## src/rtl/sc_regbank_pkg.sv

```systemverilog
// -----------------------------------------------------------------------------
// sc_regbank_pkg
// Shared datapath constants and the FSM state encoding for the sc_regbank
// register bank. No ports; imported by the bank, its register cell and its
// bus interface.
// -----------------------------------------------------------------------------
package sc_regbank_pkg;

  localparam int DATAWIDTH_BUS               = 32;
  localparam int DATAWIDTH_DECODER_SELECTION = 6;
  localparam int REG_COUNT                   = 38;
  // Highest valid register index; also the terminal value of the clear sweep.
  localparam int LAST_IDX                    = 37;

  typedef enum logic [0:0] {
    ST_IDLE  = 1'b0,
    ST_CLEAR = 1'b1
  } state_t;

endpackage

```

## src/rtl/sc_regbank_reggeneral.sv

```systemverilog
// -----------------------------------------------------------------------------
// sc_reggeneral
// One register of the bank: DATAWIDTH_BUS bits with load, synchronous clear
// and asynchronous active-low reset. Clear wins over load.
//   i_clk   : clock, rising edge
//   i_rst_n : asynchronous active-low reset
//   i_load  : load i_data on the next edge
//   i_clear : zero the register on the next edge
//   i_data  : load data
//   o_data  : register contents
// -----------------------------------------------------------------------------
module sc_reggeneral #(
  parameter int DATAWIDTH_BUS = sc_regbank_pkg::DATAWIDTH_BUS
) (
  input  logic                     i_clk,
  input  logic                     i_rst_n,
  input  logic                     i_load,
  input  logic                     i_clear,
  input  logic [DATAWIDTH_BUS-1:0] i_data,
  output logic [DATAWIDTH_BUS-1:0] o_data
);

  logic [DATAWIDTH_BUS-1:0] r_q;

  always_ff @(posedge i_clk or negedge i_rst_n) begin
    if (!i_rst_n)     r_q <= '0;
    else if (i_clear) r_q <= '0;
    else if (i_load)  r_q <= i_data;
  end

  assign o_data = r_q;

endmodule

```

## src/rtl/sc_regbank.sv

```systemverilog
// -----------------------------------------------------------------------------
// sc_regbank
// 38-entry register bank. Register 0 is hard-wired to zero, registers 1..37
// are written through a request/ack bus. A clear pulse starts a sweep that
// zeroes registers 1..37, one per cycle, while Busy_Out is high.
//   SC_REGBANK_CLOCK_50        : clock, rising edge
//   SC_REGBANK_RESET_InLow     : asynchronous active-low reset
//   SC_REGBANK_WriteReq_In     : write request, held until Ack or Err
//   SC_REGBANK_Address_In      : target register index
//   SC_REGBANK_DataBUS_In      : write data
//   SC_REGBANK_Clear_In        : soft-clear pulse
//   SC_REGBANK_DataBUS_Out_0..37 : register contents (registered)
//   SC_REGBANK_Ack_Out / Err_Out : one-cycle write accept / reject pulses
//   SC_REGBANK_Busy_Out        : clear sweep in progress
// -----------------------------------------------------------------------------
module sc_regbank #(
  parameter int DATAWIDTH_BUS               = sc_regbank_pkg::DATAWIDTH_BUS,
  parameter int DATAWIDTH_DECODER_SELECTION = sc_regbank_pkg::DATAWIDTH_DECODER_SELECTION,
  parameter int REG_COUNT                   = sc_regbank_pkg::REG_COUNT
) (
  input  logic                                   SC_REGBANK_CLOCK_50,
  input  logic                                   SC_REGBANK_RESET_InLow,
  input  logic                                   SC_REGBANK_WriteReq_In,
  input  logic [DATAWIDTH_DECODER_SELECTION-1:0] SC_REGBANK_Address_In,
  input  logic [DATAWIDTH_BUS-1:0]               SC_REGBANK_DataBUS_In,
  input  logic                                   SC_REGBANK_Clear_In,
  output logic [DATAWIDTH_BUS-1:0] SC_REGBANK_DataBUS_Out_0,  SC_REGBANK_DataBUS_Out_1,
  output logic [DATAWIDTH_BUS-1:0] SC_REGBANK_DataBUS_Out_2,  SC_REGBANK_DataBUS_Out_3,
  output logic [DATAWIDTH_BUS-1:0] SC_REGBANK_DataBUS_Out_4,  SC_REGBANK_DataBUS_Out_5,
  output logic [DATAWIDTH_BUS-1:0] SC_REGBANK_DataBUS_Out_6,  SC_REGBANK_DataBUS_Out_7,
  output logic [DATAWIDTH_BUS-1:0] SC_REGBANK_DataBUS_Out_8,  SC_REGBANK_DataBUS_Out_9,
  output logic [DATAWIDTH_BUS-1:0] SC_REGBANK_DataBUS_Out_10, SC_REGBANK_DataBUS_Out_11,
  output logic [DATAWIDTH_BUS-1:0] SC_REGBANK_DataBUS_Out_12, SC_REGBANK_DataBUS_Out_13,
  output logic [DATAWIDTH_BUS-1:0] SC_REGBANK_DataBUS_Out_14, SC_REGBANK_DataBUS_Out_15,
  output logic [DATAWIDTH_BUS-1:0] SC_REGBANK_DataBUS_Out_16, SC_REGBANK_DataBUS_Out_17,
  output logic [DATAWIDTH_BUS-1:0] SC_REGBANK_DataBUS_Out_18, SC_REGBANK_DataBUS_Out_19,
  output logic [DATAWIDTH_BUS-1:0] SC_REGBANK_DataBUS_Out_20, SC_REGBANK_DataBUS_Out_21,
  output logic [DATAWIDTH_BUS-1:0] SC_REGBANK_DataBUS_Out_22, SC_REGBANK_DataBUS_Out_23,
  output logic [DATAWIDTH_BUS-1:0] SC_REGBANK_DataBUS_Out_24, SC_REGBANK_DataBUS_Out_25,
  output logic [DATAWIDTH_BUS-1:0] SC_REGBANK_DataBUS_Out_26, SC_REGBANK_DataBUS_Out_27,
  output logic [DATAWIDTH_BUS-1:0] SC_REGBANK_DataBUS_Out_28, SC_REGBANK_DataBUS_Out_29,
  output logic [DATAWIDTH_BUS-1:0] SC_REGBANK_DataBUS_Out_30, SC_REGBANK_DataBUS_Out_31,
  output logic [DATAWIDTH_BUS-1:0] SC_REGBANK_DataBUS_Out_32, SC_REGBANK_DataBUS_Out_33,
  output logic [DATAWIDTH_BUS-1:0] SC_REGBANK_DataBUS_Out_34, SC_REGBANK_DataBUS_Out_35,
  output logic [DATAWIDTH_BUS-1:0] SC_REGBANK_DataBUS_Out_36, SC_REGBANK_DataBUS_Out_37,
  output logic                     SC_REGBANK_Ack_Out,
  output logic                     SC_REGBANK_Err_Out,
  output logic                     SC_REGBANK_Busy_Out
);

  import sc_regbank_pkg::*;

  localparam int AW = DATAWIDTH_DECODER_SELECTION;
  localparam logic [AW-1:0] LAST_IDX_W = AW'(LAST_IDX);

  state_t        r_state, w_state_nxt;
  logic [AW-1:0] r_cnt, w_cnt_nxt;
  logic          r_ack, r_err;
  logic          w_ack_nxt, w_err_nxt;
  logic          w_wr_en, w_clr_en, w_addr_ok;

  logic [DATAWIDTH_BUS-1:0] w_regs [REG_COUNT];

  assign w_addr_ok = (SC_REGBANK_Address_In != '0) && (SC_REGBANK_Address_In <= LAST_IDX_W);

  always_ff @(posedge SC_REGBANK_CLOCK_50 or negedge SC_REGBANK_RESET_InLow) begin
    if (!SC_REGBANK_RESET_InLow) begin
      r_state <= ST_IDLE;
      r_cnt   <= '0;
      r_ack   <= 1'b0;
      r_err   <= 1'b0;
    end else begin
      r_state <= w_state_nxt;
      r_cnt   <= w_cnt_nxt;
      r_ack   <= w_ack_nxt;
      r_err   <= w_err_nxt;
    end
  end

  always_comb begin
    w_state_nxt = r_state;
    w_cnt_nxt   = r_cnt;
    w_wr_en     = 1'b0;
    w_clr_en    = 1'b0;
    w_ack_nxt   = 1'b0;
    w_err_nxt   = 1'b0;
    case (r_state)
      ST_IDLE: begin
        if (SC_REGBANK_Clear_In) begin
          w_state_nxt = ST_CLEAR;
          w_cnt_nxt   = AW'(1);
        end else if (SC_REGBANK_WriteReq_In && !r_ack && !r_err) begin
          // A pulse in flight means the master has not yet seen the answer to
          // the current request, so the still-held request is not re-serviced.
          if (w_addr_ok) begin
            w_wr_en   = 1'b1;
            w_ack_nxt = 1'b1;
          end else begin
            w_err_nxt = 1'b1;
          end
        end
      end
      ST_CLEAR: begin
        w_clr_en = 1'b1;
        if (r_cnt == LAST_IDX_W) begin
          w_state_nxt = ST_IDLE;
          w_cnt_nxt   = '0;
        end else begin
          w_cnt_nxt = r_cnt + AW'(1);
        end
      end
      default: w_state_nxt = ST_IDLE;
    endcase
  end

  assign w_regs[0] = '0;

  for (genvar gi = 1; gi < REG_COUNT; gi++) begin : g_reg
    sc_reggeneral #(.DATAWIDTH_BUS(DATAWIDTH_BUS)) u_reg (
      .i_clk   (SC_REGBANK_CLOCK_50),
      .i_rst_n (SC_REGBANK_RESET_InLow),
      .i_load  (w_wr_en && (SC_REGBANK_Address_In == AW'(gi))),
      .i_clear (w_clr_en && (r_cnt == AW'(gi))),
      .i_data  (SC_REGBANK_DataBUS_In),
      .o_data  (w_regs[gi])
    );
  end

  assign SC_REGBANK_Ack_Out  = r_ack;
  assign SC_REGBANK_Err_Out  = r_err;
  assign SC_REGBANK_Busy_Out = (r_state == ST_CLEAR);

  assign SC_REGBANK_DataBUS_Out_0  = w_regs[0];
  assign SC_REGBANK_DataBUS_Out_1  = w_regs[1];
  assign SC_REGBANK_DataBUS_Out_2  = w_regs[2];
  assign SC_REGBANK_DataBUS_Out_3  = w_regs[3];
  assign SC_REGBANK_DataBUS_Out_4  = w_regs[4];
  assign SC_REGBANK_DataBUS_Out_5  = w_regs[5];
  assign SC_REGBANK_DataBUS_Out_6  = w_regs[6];
  assign SC_REGBANK_DataBUS_Out_7  = w_regs[7];
  assign SC_REGBANK_DataBUS_Out_8  = w_regs[8];
  assign SC_REGBANK_DataBUS_Out_9  = w_regs[9];
  assign SC_REGBANK_DataBUS_Out_10 = w_regs[10];
  assign SC_REGBANK_DataBUS_Out_11 = w_regs[11];
  assign SC_REGBANK_DataBUS_Out_12 = w_regs[12];
  assign SC_REGBANK_DataBUS_Out_13 = w_regs[13];
  assign SC_REGBANK_DataBUS_Out_14 = w_regs[14];
  assign SC_REGBANK_DataBUS_Out_15 = w_regs[15];
  assign SC_REGBANK_DataBUS_Out_16 = w_regs[16];
  assign SC_REGBANK_DataBUS_Out_17 = w_regs[17];
  assign SC_REGBANK_DataBUS_Out_18 = w_regs[18];
  assign SC_REGBANK_DataBUS_Out_19 = w_regs[19];
  assign SC_REGBANK_DataBUS_Out_20 = w_regs[20];
  assign SC_REGBANK_DataBUS_Out_21 = w_regs[21];
  assign SC_REGBANK_DataBUS_Out_22 = w_regs[22];
  assign SC_REGBANK_DataBUS_Out_23 = w_regs[23];
  assign SC_REGBANK_DataBUS_Out_24 = w_regs[24];
  assign SC_REGBANK_DataBUS_Out_25 = w_regs[25];
  assign SC_REGBANK_DataBUS_Out_26 = w_regs[26];
  assign SC_REGBANK_DataBUS_Out_27 = w_regs[27];
  assign SC_REGBANK_DataBUS_Out_28 = w_regs[28];
  assign SC_REGBANK_DataBUS_Out_29 = w_regs[29];
  assign SC_REGBANK_DataBUS_Out_30 = w_regs[30];
  assign SC_REGBANK_DataBUS_Out_31 = w_regs[31];
  assign SC_REGBANK_DataBUS_Out_32 = w_regs[32];
  assign SC_REGBANK_DataBUS_Out_33 = w_regs[33];
  assign SC_REGBANK_DataBUS_Out_34 = w_regs[34];
  assign SC_REGBANK_DataBUS_Out_35 = w_regs[35];
  assign SC_REGBANK_DataBUS_Out_36 = w_regs[36];
  assign SC_REGBANK_DataBUS_Out_37 = w_regs[37];

endmodule

```

## config.mk

```make
export PLATFORM = sky130hd
export DESIGN_NAME = sc_regbank
export DESIGN_NICKNAME = d
export VERILOG_FILES = /design/src/rtl/sc_regbank_pkg.sv /design/src/rtl/sc_regbank_reggeneral.sv /design/src/rtl/sc_regbank.sv
export SDC_FILE = /design/constraint.sdc
export NUM_CORES = 1
export LEC_CHECK = 0
export CELL_PAD_IN_SITES_DETAIL_PLACEMENT = 1
export CELL_PAD_IN_SITES_GLOBAL_PLACEMENT = 1
export CORE_AREA = 2 2 488 490
export DETAILED_ROUTE_END_ITERATION = 12
export DIE_AREA = 0 0 490 492
export DONT_BUFFER_PORTS = 1
export GPL_TIMING_DRIVEN = 0
export HOLD_SLACK_MARGIN = 0.08
export PLACE_DENSITY_LB_ADDON = 0.1
export REMOVE_ABC_BUFFERS = 1
export SETUP_SLACK_MARGIN = 0.15
export SYNTH_ARGS = -nofsm -noshare
export SYNTH_HDL_FRONTEND = slang
export SYNTH_SLANG_ARGS = --single-unit
```

## constraint.sdc

```tcl
create_clock -name SC_REGBANK_CLOCK_50 -period 2.4 [get_ports SC_REGBANK_CLOCK_50]
set_input_delay 0.6 -clock SC_REGBANK_CLOCK_50 [delete_from_list [all_inputs] [get_ports SC_REGBANK_CLOCK_50]]
set_output_delay 0.6 -clock SC_REGBANK_CLOCK_50 [all_outputs]
set_load 0.01 [all_outputs]
```

* Yosys cells after proc, flatten, opt, wreduce, memory -nomap -nowiden
Index checks and enable logic that the tools add are counted.
** Operators by class
- $add $sub $neg :: 1
- Multiply operators :: 0
- Div/mod/pow operators :: 0
- $lt $le $gt $ge :: 1
- Equality and inequality tests :: 75
- Shift operators :: 0
- Muxes and demuxes :: 89
- Bitwise operators :: 1
- Reduce and logical (&&, ||, !) cells :: 117
** Operator list (count)
- $mux W32 :: 74
- $eq A6 B5 Y1 const B :: 32
- $eq A6 B4 Y1 const B :: 16
- $logic_and A1 B1 Y1 :: 77
- $reduce_bool A2 Y1 :: 37
- $eq A6 B6 Y1 const B :: 12
- $eq A6 B3 Y1 const B :: 8
- $eq A6 B2 Y1 const B :: 4
- $eq A6 B1 Y1 const B :: 2
- $mux W6 :: 2
- $pmux W6 S2 :: 1
- $mux W1 :: 11
- $add A6 B1 Y6 const B :: 1
- $le A6 B6 Y1 const B :: 1
- $reduce_bool A6 Y1 :: 1
- $logic_not A1 Y1 :: 2
- $ne A2 B2 Y1 const B :: 1
- $pmux W1 S2 :: 1
- $not A1 Y1 :: 1
** Word-level totals
- Register bits :: 1193
- Latch bits :: 0
- Memory bits (writable) :: 0
- ROM bits :: 0
- Bits of input ports :: 42
- Output and inout bits :: 1219
- Logic and storage cells :: 325
- Memories kept :: 0

* Longest topological paths before layout
Gate-level depths: netlist (run 1).
- Word-level depth :: 9
- Depth in mapped cells :: 8
- Gate-level depth less buffers :: 5

* Modules after synthesis
Synthesis (run 1) repeated with hierarchy kept, for this count alone.
** Second synthesis, totals
- Cell total of the unflattened synthesis :: 4022
- Area total of the unflattened synthesis :: 50445.9 µm²
** By module, submodules not included
- sc_reggeneral :: times used 37, cells an instance 103, area an instance 1323.8 µm², seq. area each 800.8 µm²
- sc_regbank :: times used 1, cells an instance 211, area an instance 1466.4 µm², seq. area each 225.2 µm²

* Least setup slack after synthesis (run 1)
No wires, ideal clock.
- Path kind :: input port to flip-flop
- Start point :: in SC_REGBANK_Address_In[1]
- End point :: reg g_reg[32].u_reg.r_q[10]
- Setup time :: 0.137 ns
- Arrival time :: 1.880 ns
- Data required time :: 2.263 ns
- Setup slack :: 0.383 ns
- Stages on the path :: 5
- Path buffers :: 2
- Cells stage by stage :: buf_2 -> nor4_1 -> nand3_2 -> buf_6 -> mux2i_1
** On the way
- Word-level cells in the longest chain between the ends :: 8
- Elaborated cells on any way between the ends :: 10
- Classes of those cells :: 1 x order compare; 1 x eq/ne; 4 x mux; 4 x reduce/logical
** Ends and longest elaborated chain
- start, declared :: RTL line sc_regbank.sv:24 : input logic [DATAWIDTH_DECODER_SELECTION-1:0] SC_REGBANK_Address_In,
- $le A6 B6 Y1 or $reduce_bool A6 Y1 (tied branches) :: RTL line sc_regbank.sv:64 : assign w_addr_ok = (SC_REGBANK_Address_In != '0) && (SC_REGBANK_Address_In <= LAST_IDX_W);
- $logic_and A1 B1 Y1 :: RTL line sc_regbank.sv:64
- $mux W1 :: RTL line sc_regbank.sv:95 : if (w_addr_ok) begin
- $mux W1 :: RTL line sc_regbank.sv:92 : end else if (SC_REGBANK_WriteReq_In && !r_ack && !r_err) begin
- $mux W1 :: RTL line sc_regbank.sv:89 : if (SC_REGBANK_Clear_In) begin
- $mux W1 :: RTL line sc_regbank.sv:87 : case (r_state)
- $logic_and A1 B1 Y1 (*) :: RTL line sc_regbank.sv:122 : .i_load (w_wr_en && (SC_REGBANK_Address_In == AW'(gi))),
- $reduce_bool A2 Y1 (no line) (*)
- end signal, assigned :: RTL line sc_regbank_reggeneral.sv:28 : else if (i_load) r_q <= i_data;
- end, declared :: RTL line sc_regbank_reggeneral.sv:23 : logic [DATAWIDTH_BUS-1:0] r_q;
Every way passes the cells marked *; elsewhere a longest branch is shown, timed or not.
A chain may end at the register's enable or synchronous reset.

* Worst setup path after layout (run 1)
- Start point :: reg r_state, in the netlist SC_REGBANK_Busy_Out
- End point :: reg g_reg[8].u_reg.r_q[27]
** On the way
- Word-level cells in the longest chain between the ends :: 3
- Elaborated cells on any way between the ends :: 6
- Classes of those cells :: 3 x mux; 3 x reduce/logical
** Ends and longest elaborated chain
- start, declared :: RTL line sc_regbank.sv:56 : state_t r_state, w_state_nxt;
- start signal, assigned :: RTL line sc_regbank.sv:73 : r_state <= w_state_nxt;
- $mux W1 :: RTL line sc_regbank.sv:87
- $logic_and A1 B1 Y1, on equally long branches :: RTL line sc_regbank.sv:123, sc_regbank.sv:122
- $mux W32 or $reduce_bool A2 Y1 (tied branches)
- end signal, assigned :: RTL line sc_regbank_reggeneral.sv:28
- end, declared :: RTL line sc_regbank_reggeneral.sv:23
Parallel ways exist; a longest one is shown, timed or not.

==> results.txt, run 1 <==
----------------------------------------------------
[Timing]
  Unrepaired setup endpoints after global routing ... true
  Worst hold margin ... -0.517 ns
  Final-report max-slew violation count ... 5
  Tightest Pin Transition ... roughly 1.8 ns
  Post-route minimum period ... 2.36 ns
  Fraction of the cycle the final worst path needs ... 0.983
  Headroom to the max-slew limit ... -0.189
  Count of endpoints failing hold in the final timing report ... 300
  Clock skew after layout ... between 0.03 and 0.04 ns
  Final count of negative-setup-slack endpoints ... 0
  Max Fclk ... 424 MHz

[Synth]
  Fraction of the yosys area taken by sequential cells ... 0.582
  Syn. warnings ... 0
  Unique cell type count in the Yosys netlist ... 51
  Yosys top cell area share ... 0.582
  Synth Area per Inst ... approximately 12 um2
  Synth area leader ... sky130_fd_sc_hd__dfrtp_1
  Post-Syn Instances ... roughly 4200
  Syn Std Cell Area ... 51300 um2
  Largest cells by area after synthesis ... sky130_fd_sc_hd__dfrtp_1, sky130_fd_sc_hd__mux2i_1, sky130_fd_sc_hd__o21ai_0
  Yosys reg bits ... 1193

[Global route]
  Number of antenna violations at the first check in global routing ... 21
  Wire length of the first global-routing pass ... between 300000 and 400000 um
  GRT overflow ... 0
  Maximum number of pins on one net before global-route repair ... 240
  Vias in the first global route ... 38110
  Gr usage total ... 0.219

[Layout]
  Multi-input gate area ... 19600 um2
  Share of the core filled with cells ... 0.275
  Share of final-layout standard cells stronger than drive strength 1 ... 0.167
  Commonest non-fill, non-tap cells in the layout ... sky130_fd_sc_hd__mux2i_1, sky130_fd_sc_hd__dfrtp_1, sky130_fd_sc_hd__o21ai_0
  Area used by sequential logic in the layout ... 29900 um2
  Relative area change from synthesis to final layout ... 26.7%
  Number of cells in the finished layout apart from fillers ... 7600
  Final Net Count ... 4364
  Layout filler cell count ... 25418

[Drt]
  Final Routed Wirelength ... 291000 um
  Post-DR vias/cell ... between 4 and 5
  Drt wl/cell ... between 30 and 40 um
  Final routed DRC violation total ... 0
  Count of TritonRoute iterations in the first routing pass ... 5
  First-iteration detailed-routing DRC count ... 2191
  Total via count in the routed design ... 37127
  Antenna Nets Post-Route ... 0

[Pwr]
  Leak ... 0.0340 uW
  Pwr dens ... 1440 nW/um2
  Max IR drop VDD ... 0.667 mV

[Floorplan]
  Boundary pin count ... 1261
  Die Footprint ... around 240000 um2
  Die H ... 492 um
  DIE WIDTH ... 490 um
  Initial core utilization ... 0.217
  Row count ... 179
  Core outline area ... 236000 um2

[CTS]
  Clock insertion delay at the later pin of the skew report ... 0.82 ns
  Total number of H-tree levels ... 4
  Maximum buffer depth of the clock tree ... 3
  Clock-pin slew of the registers on the worst-case setup and hold paths ... 0.05 ns
  CTS hold repair buffers ... 7
  Cell chosen for the clock root ... sky130_fd_sc_hd__clkbuf_16
  Total clock sinks ... 1193
  TritonCTS clock tree ... built
  TritonCTS buffer count ... 154

[Hold path]
  Class of the tightest hold or removal check ... in2async

[Critical path]
  Endpoint of the worst-slack reg-to-reg timing path ... g_reg[8].u_reg.o_data[27]
  Critical Path Slowest Stage Cell ... sky130_fd_sc_hd__dfrtp_4
  Critical path capture point type ... register
  Number of buffers and inverters on the critical path ... 7
  Data arrival at the endpoint of the critical path ... ~3 ns
  Stage delay of the slowest cell on the critical path ... 0.59 ns
  Worst setup endpoint ... g_reg[8].u_reg.o_data[27]
  Launch point of the worst path ... SC_REGBANK_Busy_Out
  Data required time at the worst endpoint ... 3.07 ns
  CP Max Fanout ... 10
  Most used cell, CP ... sky130_fd_sc_hd__buf_8
  Worst r2r src ... SC_REGBANK_Busy_Out
  Element type at the critical path start ... register
  Crit. path cell count ... 10
  Cell count of the worst reg-to-reg path ... 10
  Reg-to-reg setup timing slack ... 0.04 ns
  Sequence of cells on the critical path ... nor4_4 -> buf_12 -> buf_12 -> nand4_1 -> buf_4 -> buf_8 -> buf_6 -> buf_8 -> buf_8 -> mux2i_1
  Kind of cell with the highest combined delay on the critical path ... buffers and inverters
  Setup Crit Path Kind ... reg2reg

[Placement]
  Placed wire-length estimate ... 181000 um
  Last weighted congestion value of the routability-driven placer ... 0.738
  Port-buffer cells ... 0
  # placed instances ... 7062

[Run]
  Maximum capacitance violations ... 1

[Run status]
  Result of the run ... finished, violations left
  Violations in the final reports ... hold timing, capacitance limit, slew limit

----------------------------------------------------
[layer usage]
| metal | vias up | wire length [um] | part of all wire | global-route usage |
|---|---|---|---|---|
| met4 | 0 | 8630 | 0.030 | 0.0607 |
| met3 | 289 | 30100 | 0.10 | 0.104 |
| li1 | 15183 | - | - | - |
| met5 | - | 0 | 0 | 0 |
| met1 | 20289 | 114000 | 0.39 | 0.257 |
| met2 | 1366 | 138000 | 0.47 | 0.357 |
[sequential cells by signal, indices dropped and copies added, names as in the netlist]
register	count
g.u_reg.o_data	1184
SC_REGBANK_Busy_Out	1
SC_REGBANK_Err_Out	1
SC_REGBANK_Ack_Out	1
r_cnt	6
[metrics by stage]
stage | total power [uW] | TNS, ns | cell area (um2) | hold WS [ns] | worst slack [ns]
final | 93600 | 0 | 64900 | -0.517 | 0.0415
after global routing | 98800 | -1.44 | 64900 | -0.582 | -0.105
after CTS | 92600 | -272.17 | 61900 | -0.597 | -0.533
after detailed placement | 67900 | -1585.01 | 56300 | 0.305 | -1.67
after global placement | 61200 | - | 52900 | 0.344 | -11.58
after floorplan | 50600 | -6575.38 | 48900 | 0.304 | -6.34
[kinds of logic after synthesis]
logic type / after synthesis / share of synthesized area
DFF: 1193 / 0.582
other: 1 / 0.0000732
muxes: 1184 / 0.231
adders and majority gates: 4 / 0.000976
buffers and inverters: 555 / 0.0501
and+or+nand+nor: 95 / 0.0178
AOI/OAI and AO/OA: 1196 / 0.117
xor gates and xnor gates: 1 / 0.000171
[repair_timing]
item | CTS | global route
endpoints found under the hold margin | 362 | 346
endpoints found under the setup margin | 1492 | 1623
cloned | 8 | 44
pin swaps | 17 | 38
resized for setup | 16 | 138
buffers inserted | 38 | 168
[layout make-up]
type | instances | share of cell area
flip-flops and latches | 1193 | 0.460
clock inverters | 24 | 0.00640
repair buffers | 396 | 0.0954
inverters | 37 | 0.00337
multi-input cells | 2536 | 0.302
clock buffers | 236 | 0.0710
well taps | 3167 | 0.0610
diodes | 11 | 0.000424
[synth_stat cells, drive strengths merged]
cell type,number
nor4b,5
nor2,6
conb,1
buf,174
xnor2,1
and4bb,3
nor3b,2
nor4,3
o22ai,3
o21ai,1184
or3,1
clkbuf,344
a31oi,1
or3b,4
a211oi,1
nand4bb,1
nand2,6
nand3,27
o41ai,1
mux2i,1184
nand2b,3
o21bai,1
a22o,1
nor3,1
a211o,1
nand4,18
o32ai,1
o31ai,1
dfrtp,1193
and2,2
a21oi,1
nand3b,5
or2,1
inv,37
nor2b,6
ha,4
and4b,1
[how the worst min path moves through the flow]
stage                      startpoint                    endpoint  slack [ns]  cells past startpoint
2_1_floorplan  SC_REGBANK_RESET_InLow          SC_REGBANK_Ack_Out        0.30                      0
3_3_place_gp   SC_REGBANK_RESET_InLow   g_reg[35].u_reg.o_data[0]        0.34                      0
3_5_place_dp   SC_REGBANK_RESET_InLow   g_reg[35].u_reg.o_data[0]        0.30                      0
4_1_cts        SC_REGBANK_RESET_InLow  g_reg[27].u_reg.o_data[26]       -0.60                      0
5_1_grt        SC_REGBANK_RESET_InLow   g_reg[35].u_reg.o_data[0]       -0.58                      0
6_report       SC_REGBANK_RESET_InLow  g_reg[27].u_reg.o_data[26]       -0.52                      0
[report_power, final]
part	total (uW)	internal (uW)	switching [uW]	leakage, uW
combinational	22800	8600	14200	0.0171
sequential	47000	29900	17100	0.0144
clock	23800	13800	9920	0.00245
No activity file was read; power rests on OpenSTA's default activity.
==> run 2, diff against run 1 <==
- CORE_AREA: 2 2 488 490 -> 3 3 489 491
- DIE_AREA: 0 0 490 492 -> 0 0 492 494
==> results.txt, run 2 (synthesis gave the netlist of run 1 again) <==
----------------------------------------------------
[Critical path]
  Launch point of the worst path ... SC_REGBANK_Ack_Out
  Endpoint of the worst-slack reg-to-reg timing path ... g_reg[8].u_reg.o_data[26]
  Data arrival at the endpoint of the critical path ... 3.00 ns
  Cell count of the worst reg-to-reg path ... 12
  Worst r2r src ... SC_REGBANK_Ack_Out
  CP Max Fanout ... 6
  Element type at the critical path start ... register
  Setup Crit Path Kind ... reg2reg
  Reg-to-reg setup timing slack ... 0.05 ns
  Critical path capture point type ... register
  Data required time at the worst endpoint ... a little over 3 ns
  Worst setup endpoint ... g_reg[8].u_reg.o_data[26]

[CTS]
  Total clock sinks ... 1193
  Clock insertion delay at the later pin of the skew report ... 0.81 ns
  Total number of H-tree levels ... 4
  Cell chosen for the clock root ... sky130_fd_sc_hd__clkbuf_16
  Clock-pin slew of the registers on the worst-case setup and hold paths ... 0.06 ns
  TritonCTS buffer count ... roughly 160
  Maximum buffer depth of the clock tree ... 3
  TritonCTS clock tree ... built

[Run status]
  Violations in the final reports ... hold timing
  Result of the run ... finished, violations left

[Layout]
  Commonest non-fill, non-tap cell in the layout ... sky130_fd_sc_hd__dfrtp_1
  Largest register FFs ... 1184
  Share of final-layout standard cells stronger than drive strength 1 ... 0.194
  Relative area change from synthesis to final layout ... 30.5%
  Final Net Count ... 4445
  Commonest non-fill, non-tap cells in the layout ... sky130_fd_sc_hd__dfrtp_1, sky130_fd_sc_hd__mux2i_1, sky130_fd_sc_hd__o21ai_0
  Cell area after layout ... 66900 um2
  Share of the core filled with cells ... 0.284

[Timing]
  Tightest Pin Transition ... 1.39 ns
  Clock skew after layout ... 0.0221 ns
  Sum Neg Setup Slack ... 0 ns
  Max Fclk ... 425 MHz
  Final count of negative-setup-slack endpoints ... 0
  Fraction of the cycle the final worst path needs ... 0.981
  Headroom to the max-slew limit ... 0.0715
  Unrepaired setup endpoints after global routing ... true
  Final-report max-slew violation count ... 0
  Post-route minimum period ... 2.35 ns
  Count of endpoints failing hold in the final timing report ... between 300 and 400
  Worst hold margin ... -0.510 ns

[Floorplan]
  Row count ... 178
  Initial core utilization ... 0.218
  Die Footprint ... 243000 um2
  Boundary pin count ... ~1300
  Die H ... 494 um
  Core outline area ... 235000 um2
  DIE WIDTH ... 492 um

[Hold path]
  Class of the tightest hold or removal check ... in2async

[Drt]
  Final routed DRC violation total ... 0
  Count of TritonRoute iterations in the first routing pass ... 5
  Drt wl/cell ... 38.6 um
  Final Routed Wirelength ... approximately 300000 um
  Antenna Nets Post-Route ... 0
  Post-DR vias/cell ... 4.89
  First-iteration detailed-routing DRC count ... 2200
  Total via count in the routed design ... 37546

[Global route]
  Vias in the first global route ... 39828
  Number of antenna violations at the first check in global routing ... 11
  GRT overflow ... 0
  Gr usage total ... 0.232
  Wire length of the first global-routing pass ... 390000 um
  Maximum number of pins on one net before global-route repair ... 229

[Placement]
  Port-buffer cells ... 0
  Area of placed instances ... 56400 um2
  Placed wire-length estimate ... 181000 um
  Last weighted congestion value of the routability-driven placer ... about 0.7

[Pwr]
  Post-layout power ... 96100 uW
  Pwr dens ... 1440 nW/um2
  Leak ... around 0.035 uW
  Max IR drop VDD ... 0.597 mV

[Run]
  Maximum capacitance violations ... 0

----------------------------------------------------
==> run 2: changes by cell type in the layout (fill, tap and decap cells not counted), moves of 12 or more <==
cell                       change
sky130_fd_sc_hd__o21ai_2      +46
sky130_fd_sc_hd__o21ai_1      +86
sky130_fd_sc_hd__o21ai_0     -134
sky130_fd_sc_hd__clkbuf_8     +12
sky130_fd_sc_hd__buf_16       +19
sky130_fd_sc_hd__buf_4        -13
sky130_fd_sc_hd__buf_12       +37
sky130_fd_sc_hd__buf_6        +33
==> run 2: critical path, stage by stage (launching register included) <==
cell,delay [ns]
sky130_fd_sc_hd__dfrtp_2,0.50
sky130_fd_sc_hd__nor3b_4,0.22
sky130_fd_sc_hd__buf_6,0.13
sky130_fd_sc_hd__buf_6,0.09
sky130_fd_sc_hd__buf_12,0.10
sky130_fd_sc_hd__buf_12,0.11
sky130_fd_sc_hd__buf_6,0.09
sky130_fd_sc_hd__buf_6,0.08
sky130_fd_sc_hd__nand4_1,0.22
sky130_fd_sc_hd__buf_8,0.25
sky130_fd_sc_hd__buf_16,0.14
sky130_fd_sc_hd__buf_16,0.14
sky130_fd_sc_hd__mux2i_1,0.12
==> run 2: how the worst min path moves through the flow <==
| stage | endpoint | slack, ns | cells after the start |
|---|---|---|---|
| after CTS | g_reg[35].u_reg.o_data[0] | -0.63 | 0 |
| after floorplan | SC_REGBANK_Ack_Out | 0.30 | 0 |
| final | g_reg[35].u_reg.o_data[25] | -0.51 | 0 |
| after global routing | g_reg[35].u_reg.o_data[25] | -0.59 | 0 |
| after global placement | g_reg[35].u_reg.o_data[25] | 0.34 | 0 |
| after detailed placement | g_reg[35].u_reg.o_data[25] | 0.30 | 0 |
==> run 2: power breakdown <==
group          internal [uW]  switching, uW
Clock                  13800           9830
Combinational          10200          15000
Sequential             29900          17400
==> run 2: what timing repair did <==
item,CTS,global route
setup endpoints to repair,1580,861
cloned,42,30
hold buffers,14,1
setup buffers,175,79
resized for setup,205,244
endpoints found under the hold margin,394,210
pin swaps,48,17
==> run 2: metrics by stage <==
stage	std cells	setup slack, ns
2_1_floorplan	3742	-6.34
3_3_place_gp	6892	-11.89
3_5_place_dp	7046	-1.74
4_1_cts	7551	-0.0606
5_1_grt	7667	-0.0770
6_report	7678	0.0468
==> run 2: final cells by class <==
cell class	count	area, um2
repair buffers	475	7860
clock buffers	253	4770
flip-flops and latches	1193	29900
inverters	37	224
diodes	12	30.0
clock inverters	21	307
fillers	25275	168000
well taps	3150	3940
multi-input cells	2537	19900
==> run 2: metal layers <==
| layer | up-vias | wire length, um | track usage |
|---|---|---|---|
| met2 | 1318 | 141000 | 0.383 |
| met5 | - | 27 | 0 |
| met4 | 4 | 9700 | 0.0701 |
| met3 | 316 | 30500 | 0.103 |
| met1 | 20523 | 115000 | 0.269 |
| li1 | 15385 | - | - |
